<file path="src/rtl/fp_mac_pipe_if.sv">
// -----------------------------------------------------------------------------
// fp_mac_pipe_if
// Streaming bundle between operand fetch, the FP MAC and the result sink.
//   a, b       : operands {sign, exp, mantissa}, W = 1+EXP_W+MAN_W bits
//   in_valid   : a/b/in_last valid
//   in_last    : final beat of the current accumulation group
//   in_ready   : beat accepted when in_valid & in_ready at a rising edge
//   out_data   : accumulated sum of a finished group
//   out_valid  : out_data valid, held until taken
//   out_ready  : sink accepts out_data when out_valid & out_ready
// Modports: master = source/sink side (testbench), slave = the MAC.
// -----------------------------------------------------------------------------
interface fp_mac_pipe_if #(
    parameter int EXP_W = 5,
    parameter int MAN_W = 10
);
    localparam int W = 1 + EXP_W + MAN_W;

    logic [W-1:0] a;
    logic [W-1:0] b;
    logic         in_valid;
    logic         in_last;
    logic         in_ready;
    logic [W-1:0] out_data;
    logic         out_valid;
    logic         out_ready;

    modport master (
        output a, b, in_valid, in_last, out_ready,
        input  in_ready, out_data, out_valid
    );

    modport slave (
        input  a, b, in_valid, in_last, out_ready,
        output in_ready, out_data, out_valid
    );
endinterface

</file>
<file path="src/rtl/fp_mac_pipe.sv">
// -----------------------------------------------------------------------------
// fp_mac_pipe
// Pipelined floating-point multiply-accumulate (default IEEE binary16 layout).
// S1 registers a*b (normalised by at most one place, truncated); S2 adds the
// product into a running accumulator and, on a beat tagged last, presents the
// group sum on out_data and clears the accumulator. Subnormal inputs are
// treated as zero, results below the normal range flush to signed zero, and
// results at or above the top exponent saturate to signed Inf (sticky in the
// accumulator until the group ends).
// Ports:
//   clk       : rising-edge clock
//   rst       : synchronous, active-high reset
//   bus       : fp_mac_pipe_if.slave (operands, handshakes, result)
//   out_flags : {underflow, overflow} of the presented group; only present
//               when the macro FP_MAC_FLAGS_EN is defined
// -----------------------------------------------------------------------------
module fp_mac_pipe #(
    parameter int EXP_W = 5,
    parameter int MAN_W = 10
) (
    input  logic         clk,
    input  logic         rst,
    fp_mac_pipe_if.slave bus
`ifdef FP_MAC_FLAGS_EN
    ,
    output logic [1:0]   out_flags
`endif
);
    localparam int W    = 1 + EXP_W + MAN_W;
    localparam int PW   = 2 * (MAN_W + 1);
    localparam int XW   = EXP_W + 2;           // signed exponent arithmetic width
    localparam int BIAS = 2**(EXP_W-1) - 1;
    localparam int EMAX = 2**EXP_W - 1;        // all-ones exponent (Inf)
    localparam int LZW  = $clog2(MAN_W + 2);

    // ---------------- handshake ----------------
    logic w_stall, w_accept;
    assign w_stall      = bus.out_valid & ~bus.out_ready;
    assign bus.in_ready = ~w_stall;
    assign w_accept     = bus.in_valid & ~w_stall;

    // ---------------- S1 product (combinational part) ----------------
    logic [EXP_W-1:0] w_ea, w_eb;
    logic [PW-1:0]    w_pm;
    logic [XW-1:0]    w_pe;
    logic [MAN_W-1:0] w_pman;
    logic             w_p_sign;
    logic [EXP_W-1:0] w_p_exp;
    logic [MAN_W-1:0] w_p_man;
`ifdef FP_MAC_FLAGS_EN
    logic             w_p_ovf, w_p_unf;
`endif

    assign w_ea   = bus.a[W-2:MAN_W];
    assign w_eb   = bus.b[W-2:MAN_W];
    assign w_pm   = {1'b1, bus.a[MAN_W-1:0]} * {1'b1, bus.b[MAN_W-1:0]};
    // Top product bit set means the significand is in [2,4): bump the exponent.
    assign w_pe   = XW'(w_ea) + XW'(w_eb) - XW'(BIAS) + XW'(w_pm[PW-1]);
    assign w_pman = w_pm[PW-1] ? w_pm[PW-2 -: MAN_W] : w_pm[PW-3 -: MAN_W];

    always_comb begin
        w_p_sign = bus.a[W-1] ^ bus.b[W-1];
        w_p_exp  = '0;
        w_p_man  = '0;
`ifdef FP_MAC_FLAGS_EN
        w_p_ovf  = 1'b0;
        w_p_unf  = 1'b0;
`endif
        if (w_ea == '0 || w_eb == '0) begin
            w_p_sign = 1'b0;                   // zero operand -> +0
        end else if ($signed(w_pe) >= $signed(XW'(EMAX))) begin
            w_p_exp  = '1;
`ifdef FP_MAC_FLAGS_EN
            w_p_ovf  = 1'b1;
`endif
        end else if ($signed(w_pe) < $signed(XW'(1))) begin
`ifdef FP_MAC_FLAGS_EN
            w_p_unf  = 1'b1;                   // flushed, sign kept
`endif
        end else begin
            w_p_exp  = w_pe[EXP_W-1:0];
            w_p_man  = w_pman;
        end
    end

    // ---------------- registers ----------------
    logic             r_s1_valid, r_s1_last, r_s1_sign;
    logic [EXP_W-1:0] r_s1_exp;
    logic [MAN_W-1:0] r_s1_man;
    logic             r_acc_sign;
    logic [EXP_W-1:0] r_acc_exp;
    logic [MAN_W-1:0] r_acc_man;
    logic [W-1:0]     r_out_data;
    logic             r_out_valid;

    // ---------------- S2 accumulate (combinational part) ----------------
    logic             w_p_big, w_big_s;
    logic [EXP_W-1:0] w_big_e, w_sml_e, w_diff;
    logic [MAN_W-1:0] w_big_m, w_sml_m;
    logic [MAN_W:0]   w_sml_al, w_sub, w_norm;
    logic [MAN_W+1:0] w_add;
    logic [LZW-1:0]   w_lz;
    logic [XW-1:0]    w_ex;
    logic             w_s_sign;
    logic [EXP_W-1:0] w_s_exp;
    logic [MAN_W-1:0] w_s_man;
`ifdef FP_MAC_FLAGS_EN
    logic             w_s_ovf, w_s_unf;
`endif

    assign w_p_big  = {r_s1_exp, r_s1_man} > {r_acc_exp, r_acc_man};
    assign w_big_s  = w_p_big ? r_s1_sign : r_acc_sign;
    assign w_big_e  = w_p_big ? r_s1_exp  : r_acc_exp;
    assign w_big_m  = w_p_big ? r_s1_man  : r_acc_man;
    assign w_sml_e  = w_p_big ? r_acc_exp : r_s1_exp;
    assign w_sml_m  = w_p_big ? r_acc_man : r_s1_man;
    assign w_diff   = w_big_e - w_sml_e;
    assign w_sml_al = {1'b1, w_sml_m} >> w_diff;   // bits shifted out are lost
    assign w_add    = {1'b0, 1'b1, w_big_m} + {1'b0, w_sml_al};
    assign w_sub    = {1'b1, w_big_m} - w_sml_al;  // never negative: big >= small
    assign w_norm   = w_sub << w_lz;

    always_comb begin
        w_lz = '0;
        for (int i = 0; i <= MAN_W; i++) begin
            if (w_sub[i]) w_lz = LZW'(MAN_W - i);
        end
    end

    always_comb begin
        w_s_sign = r_acc_sign;
        w_s_exp  = r_acc_exp;
        w_s_man  = r_acc_man;
        w_ex     = '0;
`ifdef FP_MAC_FLAGS_EN
        w_s_ovf  = 1'b0;
        w_s_unf  = 1'b0;
`endif
        if (r_acc_exp == '1) begin
            // Inf accumulator is sticky: keep it.
        end else if (r_s1_exp == '1 || r_acc_exp == '0) begin
            // Inf product, or empty accumulator: the sum is exactly the product.
            w_s_sign = r_s1_sign;
            w_s_exp  = r_s1_exp;
            w_s_man  = r_s1_man;
        end else if (r_s1_exp == '0) begin
            // Zero product leaves the accumulator unchanged.
        end else if (r_s1_sign == r_acc_sign) begin
            w_ex     = XW'(w_big_e) + XW'(w_add[MAN_W+1]);
            w_s_sign = w_big_s;
            if (w_ex >= XW'(EMAX)) begin
                w_s_exp = '1;
                w_s_man = '0;
`ifdef FP_MAC_FLAGS_EN
                w_s_ovf = 1'b1;
`endif
            end else begin
                w_s_exp = w_ex[EXP_W-1:0];
                w_s_man = w_add[MAN_W+1] ? w_add[MAN_W:1] : w_add[MAN_W-1:0];
            end
        end else if (w_sub == '0) begin
            w_s_sign = 1'b0;                   // exact cancellation -> +0
            w_s_exp  = '0;
            w_s_man  = '0;
        end else begin
            w_ex     = XW'(w_big_e) - XW'(w_lz);
            w_s_sign = w_big_s;
            if ($signed(w_ex) < $signed(XW'(1))) begin
                w_s_exp = '0;
                w_s_man = '0;
`ifdef FP_MAC_FLAGS_EN
                w_s_unf = 1'b1;
`endif
            end else begin
                w_s_exp = w_ex[EXP_W-1:0];
                w_s_man = w_norm[MAN_W-1:0];
            end
        end
    end

    // Truncated product bits and the hidden bit after renormalisation.
    logic w_unused;
    assign w_unused = ^{w_pm[PW-MAN_W-3:0], w_norm[MAN_W]};

    always_ff @(posedge clk) begin
        if (rst) begin
            r_s1_valid  <= 1'b0;
            r_s1_last   <= 1'b0;
            r_s1_sign   <= 1'b0;
            r_s1_exp    <= '0;
            r_s1_man    <= '0;
            r_acc_sign  <= 1'b0;
            r_acc_exp   <= '0;
            r_acc_man   <= '0;
            r_out_data  <= '0;
            r_out_valid <= 1'b0;
        end else if (!w_stall) begin
            r_s1_valid <= w_accept;
            if (w_accept) begin
                r_s1_last <= bus.in_last;
                r_s1_sign <= w_p_sign;
                r_s1_exp  <= w_p_exp;
                r_s1_man  <= w_p_man;
            end
            // Not stalled: any presented word is taken this edge, so out_valid
            // is simply whether a new group sum loads.
            r_out_valid <= r_s1_valid & r_s1_last;
            if (r_s1_valid) begin
                if (r_s1_last) begin
                    r_out_data <= {w_s_sign, w_s_exp, w_s_man};
                    r_acc_sign <= 1'b0;
                    r_acc_exp  <= '0;
                    r_acc_man  <= '0;
                end else begin
                    r_acc_sign <= w_s_sign;
                    r_acc_exp  <= w_s_exp;
                    r_acc_man  <= w_s_man;
                end
            end
        end
    end

    assign bus.out_data  = r_out_data;
    assign bus.out_valid = r_out_valid;

`ifdef FP_MAC_FLAGS_EN
    // Flags ride alongside the datapath: S1 keeps the product's flags, the
    // accumulator keeps the OR of the group so far.
    logic [1:0] r_s1_flags, r_acc_flags, r_out_flags;
    logic [1:0] w_grp_flags;
    assign w_grp_flags = r_acc_flags | r_s1_flags | {w_s_unf, w_s_ovf};

    always_ff @(posedge clk) begin
        if (rst) begin
            r_s1_flags  <= '0;
            r_acc_flags <= '0;
            r_out_flags <= '0;
        end else if (!w_stall) begin
            if (w_accept) r_s1_flags <= {w_p_unf, w_p_ovf};
            if (r_s1_valid) begin
                if (r_s1_last) begin
                    r_out_flags <= w_grp_flags;
                    r_acc_flags <= '0;
                end else begin
                    r_acc_flags <= w_grp_flags;
                end
            end
        end
    end

    assign out_flags = r_out_flags;
`endif
endmodule
</file>
<file path="src/flat_wrapper.sv">
// flat-port wrapper written by rule: the top's interface ports become plain ports
module fp_mac_pipe_flat 
#(
    parameter int EXP_W = 5,
    parameter int MAN_W = 10
)
  (clk, rst, bus_a, bus_b, bus_in_valid, bus_in_last, bus_out_ready, bus_in_ready, bus_out_data, bus_out_valid);
  fp_mac_pipe_if #(.EXP_W(EXP_W), .MAN_W(MAN_W)) bus_i ();
  input  logic clk;
  input  logic rst;
  input wire logic [$bits(bus_i.a)-1:0] bus_a;
  input wire logic [$bits(bus_i.b)-1:0] bus_b;
  input wire logic [$bits(bus_i.in_valid)-1:0] bus_in_valid;
  input wire logic [$bits(bus_i.in_last)-1:0] bus_in_last;
  input wire logic [$bits(bus_i.out_ready)-1:0] bus_out_ready;
  output wire logic [$bits(bus_i.in_ready)-1:0] bus_in_ready;
  output wire logic [$bits(bus_i.out_data)-1:0] bus_out_data;
  output wire logic [$bits(bus_i.out_valid)-1:0] bus_out_valid;
  assign bus_i.a = bus_a;
  assign bus_i.b = bus_b;
  assign bus_i.in_valid = bus_in_valid;
  assign bus_i.in_last = bus_in_last;
  assign bus_i.out_ready = bus_out_ready;
  assign bus_in_ready = bus_i.in_ready;
  assign bus_out_data = bus_i.out_data;
  assign bus_out_valid = bus_i.out_valid;
  fp_mac_pipe #(.EXP_W(EXP_W), .MAN_W(MAN_W)) u_core (.clk(clk), .rst(rst), .bus(bus_i));
endmodule
</file>
<file path="config.mk">
export PLATFORM = sky130hd
export DESIGN_NAME = fp_mac_pipe_flat
export DESIGN_NICKNAME = d
export VERILOG_FILES = /design/src/rtl/fp_mac_pipe_if.sv /design/src/rtl/fp_mac_pipe.sv /design/src/flat_wrapper.sv
export SDC_FILE = /design/constraint.sdc
export NUM_CORES = 1
export LEC_CHECK = 0
export ABC_AREA = 1
export CORE_ASPECT_RATIO = 1.75
export CORE_UTILIZATION = 51
export CTS_CLUSTER_SIZE = 24
export DETAILED_ROUTE_END_ITERATION = 10
export PLACE_DENSITY = 0.67
export SETUP_SLACK_MARGIN = 0.1
export SLEW_MARGIN = 30
export SYNTH_ARGS = -nofsm -noshare
export SYNTH_HDL_FRONTEND = slang
export SYNTH_SLANG_ARGS = --single-unit
</file>
<file path="constraint.sdc">
create_clock -name clk -period 20.5 [get_ports clk]
set_clock_uncertainty 0.15 [all_clocks]
set_input_delay 2.05 -clock clk [delete_from_list [all_inputs] [get_ports clk]]
set_output_delay 2.05 -clock clk [all_outputs]
set_load 0.05 [all_outputs]
</file>
==> impl_metrics.yaml <==
run_status:
  status: "finished, final reports clean"
finish:
  num-fill-cells: 1985
  multi_input_area_mm2: 0.00759
  nets: 1760
  area_growth_pct: 6.79
  seqCellArea_mm2: 0.00102
  drive_gt1_share_pct: 6.32
  layout.cells.non_filler: 1779
  final_cell_area_mm2: 0.0108
clocking:
  insertion_delay_ns: 0.30
  clock_sinks: 51
  clk_pin_slew_ns: 0.06
  cts_hold_buf: 0
  cts-root-buf: "clkbuf_16"
  cts_buffers: 5
  cts_tree: "yes"
  h-tree-depth: 2
  post_cts_buffers: 0
  cts_resized: 0
  clockBufferDepth: 2
place:
  portBuffers: 54
  place_area_mm2: 0.0106
  gp_congestion: 0.970
  place_inst: 1769
  dp_worst_setup_slack_ns: 10.07
  hpwl_um: 24300
grt:
  grt_pass1_wl_um: 47000
  antenna_found_initial: 2
  first_global_vias: 9750
  grtUsageTotal_pct: 30.0
  grt_max_degree: 52
  grt_overflow_total: 0
timing:
  fin_tns_setup_ns: 0
  setup_viol: 0
  fin_crit_ns: 10.03
  worst_pin_slew_ns: 0.914
  relSlewSlack_pct: 38.3
  fmax_mhz: 99.7
  fin_ws_ns: 10.47
  slew_violations: 0
  hold_viol_final: 0
  rsz0062_at_grt: "no"
  fin_crit_sh_pct: 48.9
logic_synthesis:
  netlist_instances: 1524
  synth_compound_gate_area_share_pct: 12.9
  synth.area.top_cells: "fa_1 16%, nand2_1 16%, ha_1 13%"
  synth-adder-area-share_pct: 29.4
  async_flop_share_pct: 0
  netlist.area_leader.share_pct: 16.1
  avgSynthCellArea_um2: 6.61
  synth_edf_count: 0
  ys_types: 55
  yosysWarnings: 0
  yosysSeqAreaShare_pct: 10.1
  synthMostInstantiatedCell: "nand2_1"
  ys.flop_type: "dfxtp_1"
  synth_simple_gate_area_share_pct: 29.9
  yosys.area.top_type: "fa_1"
  yosys.area_share.xor_xnor_pct: 2.96
  syn_nets: 1749
  synthMuxAreaShare_pct: 0
  synth_top_family_by_area: "simple AND/OR/NAND/NOR gates"
  synth_commonest_cells: "422 x nand2_1, 289 x inv_1, 107 x a21oi_1, 107 x ha_1, 102 x nand3_1"
  ys_seq_elements: 51
  syn_area_mm2: 0.0101
setup_path:
  r2r_end: "u_core.r_acc_man[4]$_SDFFE_PP0P_"
  crit_fanout: 12
  end_kind: "register"
  crit_type: "primary input to register"
  r2r_cells: 41
  crit_path_start_kind: "primary input"
  cp.arrival_ns: 10.11
  slowest_delay_ns: 0.76
  worstPathRequired_ns: 20.58
  critPathLaunch: "bus_b[4]"
  critical_path.slowest_cell: "clkdlybuf4s50_1"
  rrSetupSlack_ns: 11.37
  reg2reg_from: "u_core.r_acc_exp[0]$_SDFFE_PP0P_"
drt:
  drtIter0Drc: 563
  first_pass_iters: 5
  vias: 9634
  wl_um: 28600
  drc_errors: 0
  ant_nets: 0
  wl_per_cell_um: 16.1
  routed_via_density: 5.42
die:
  core_mm2: 0.0193
  core.rowCount: 67
  die_h_um: 188
  start_util_pct: 52.3
  die-area_mm2: 0.0203
  die_w_um: 108
  ios: 55
hold_path:
  min-delay-start: "u_core.r_s1_man[0]$_SDFFE_PP0P_"
  holdPathStages: 2
  hold_end: "u_core.r_s1_man[0]$_SDFFE_PP0P_"
  hp-class: "register to register"
flow_run:
  drv_cap: 0
## routing by layer
layer | up-vias | wire [µm] | track usage (%)
met5 | - | 0 | 0
met4 | 0 | 2470 | 23.3
met3 | 118 | 890 | 2.50
met2 | 254 | 15700 | 58.3
met1 | 4457 | 9510 | 27.5
li1 | 4805 | - | -
## sequential cells by signal, summed over array words and instances, names as in the netlist
| name | cells |
|---|---|
| u_core.bus.out_data | 16 |
| u_core.bus.out_valid | 1 |
| u_core.r_acc_exp | 5 |
| u_core.r_acc_man | 10 |
| u_core.r_acc_sign | 1 |
| u_core.r_s1_exp | 5 |
| u_core.r_s1_last | 1 |
| u_core.r_s1_man | 10 |
| u_core.r_s1_sign | 1 |
| u_core.r_s1_valid | 1 |
## stage by stage
| step | hold WS [ns] | utilization [%] |
|---|---|---|
| 2_1_floorplan | 0.295 | - |
| 3_3_place_gp | 0.308 | 54.9 |
| 3_5_place_dp | 0.306 | 55.0 |
| 4_1_cts | 0.316 | 55.7 |
| 5_1_grt | 0.351 | 55.8 |
| 6_report | 0.321 | 55.8 |
## worst max path at each step
stage / cells after the start / to / slack, ns
2_1_floorplan: 35 / u_core.r_s1_man[0]$_SDFFE_PP0P_ / 11.34
3_3_place_gp: 34 / u_core.r_s1_man[0]$_SDFFE_PP0P_ / 9.93
3_5_place_dp: 34 / u_core.r_s1_man[0]$_SDFFE_PP0P_ / 10.07
4_1_cts: 34 / u_core.r_s1_man[0]$_SDFFE_PP0P_ / 10.40
5_1_grt: 34 / u_core.r_s1_man[7]$_SDFFE_PP0P_ / 9.67
6_report: 34 / u_core.r_s1_man[0]$_SDFFE_PP0P_ / 10.47
## layout make-up
cell class	instances	share of cell area, %
multi-input cells	1120	70.5
diodes	2	0.0465
clock inverters	2	0.128
clock buffers	6	1.29
flip-flops and latches	51	9.49
well taps	241	2.80
inverters	300	10.5
repair buffers	57	5.21
## cell usage in the layout, fill, tap and decap left out, types with 4 or more instances in the layout
master,n
nand2_1,422
inv_1,289
a21oi_1,107
ha_1,107
nand3_1,101
fa_1,81
clkdlybuf4s50_1,53
o21ai_0,51
dfxtp_1,51
nor2_1,49
xor2_1,25
nand2_2,22
o21ai_1,21
nand4_1,15
nand3_2,14
nor3_1,12
xnor2_1,9
nand2_4,8
nor2_2,8
a21oi_2,6
a31oi_1,6
o211ai_1,6
inv_2,5
clkinv_1,5
o21ai_2,5
o31ai_1,5
clkbuf_16,5
buf_4,4
## kinds of logic (layout without fill, tap and decap cells)
kind of cell	count (synthesis)	after routing
simple gates	668	668
buf+inv	353	365
compound gates	230	230
fa+ha+maj	188	188
flops	51	51
xor+xnor	34	34
other cells	0	2
## worst max-delay path, delay by kind of cell
kind                       cells  cell delay, ns
adders and majority gates      8            3.15
and+or+nand+nor               10            1.64
AOI/OAI and AO/OA             10            1.64
buffers and inverters          5            0.98
xor gates and xnor gates       1            0.65
Power is left out: the tool's default activity adds up to more than one toggle a clock period on the data nets, which glitch-free logic cannot reach.
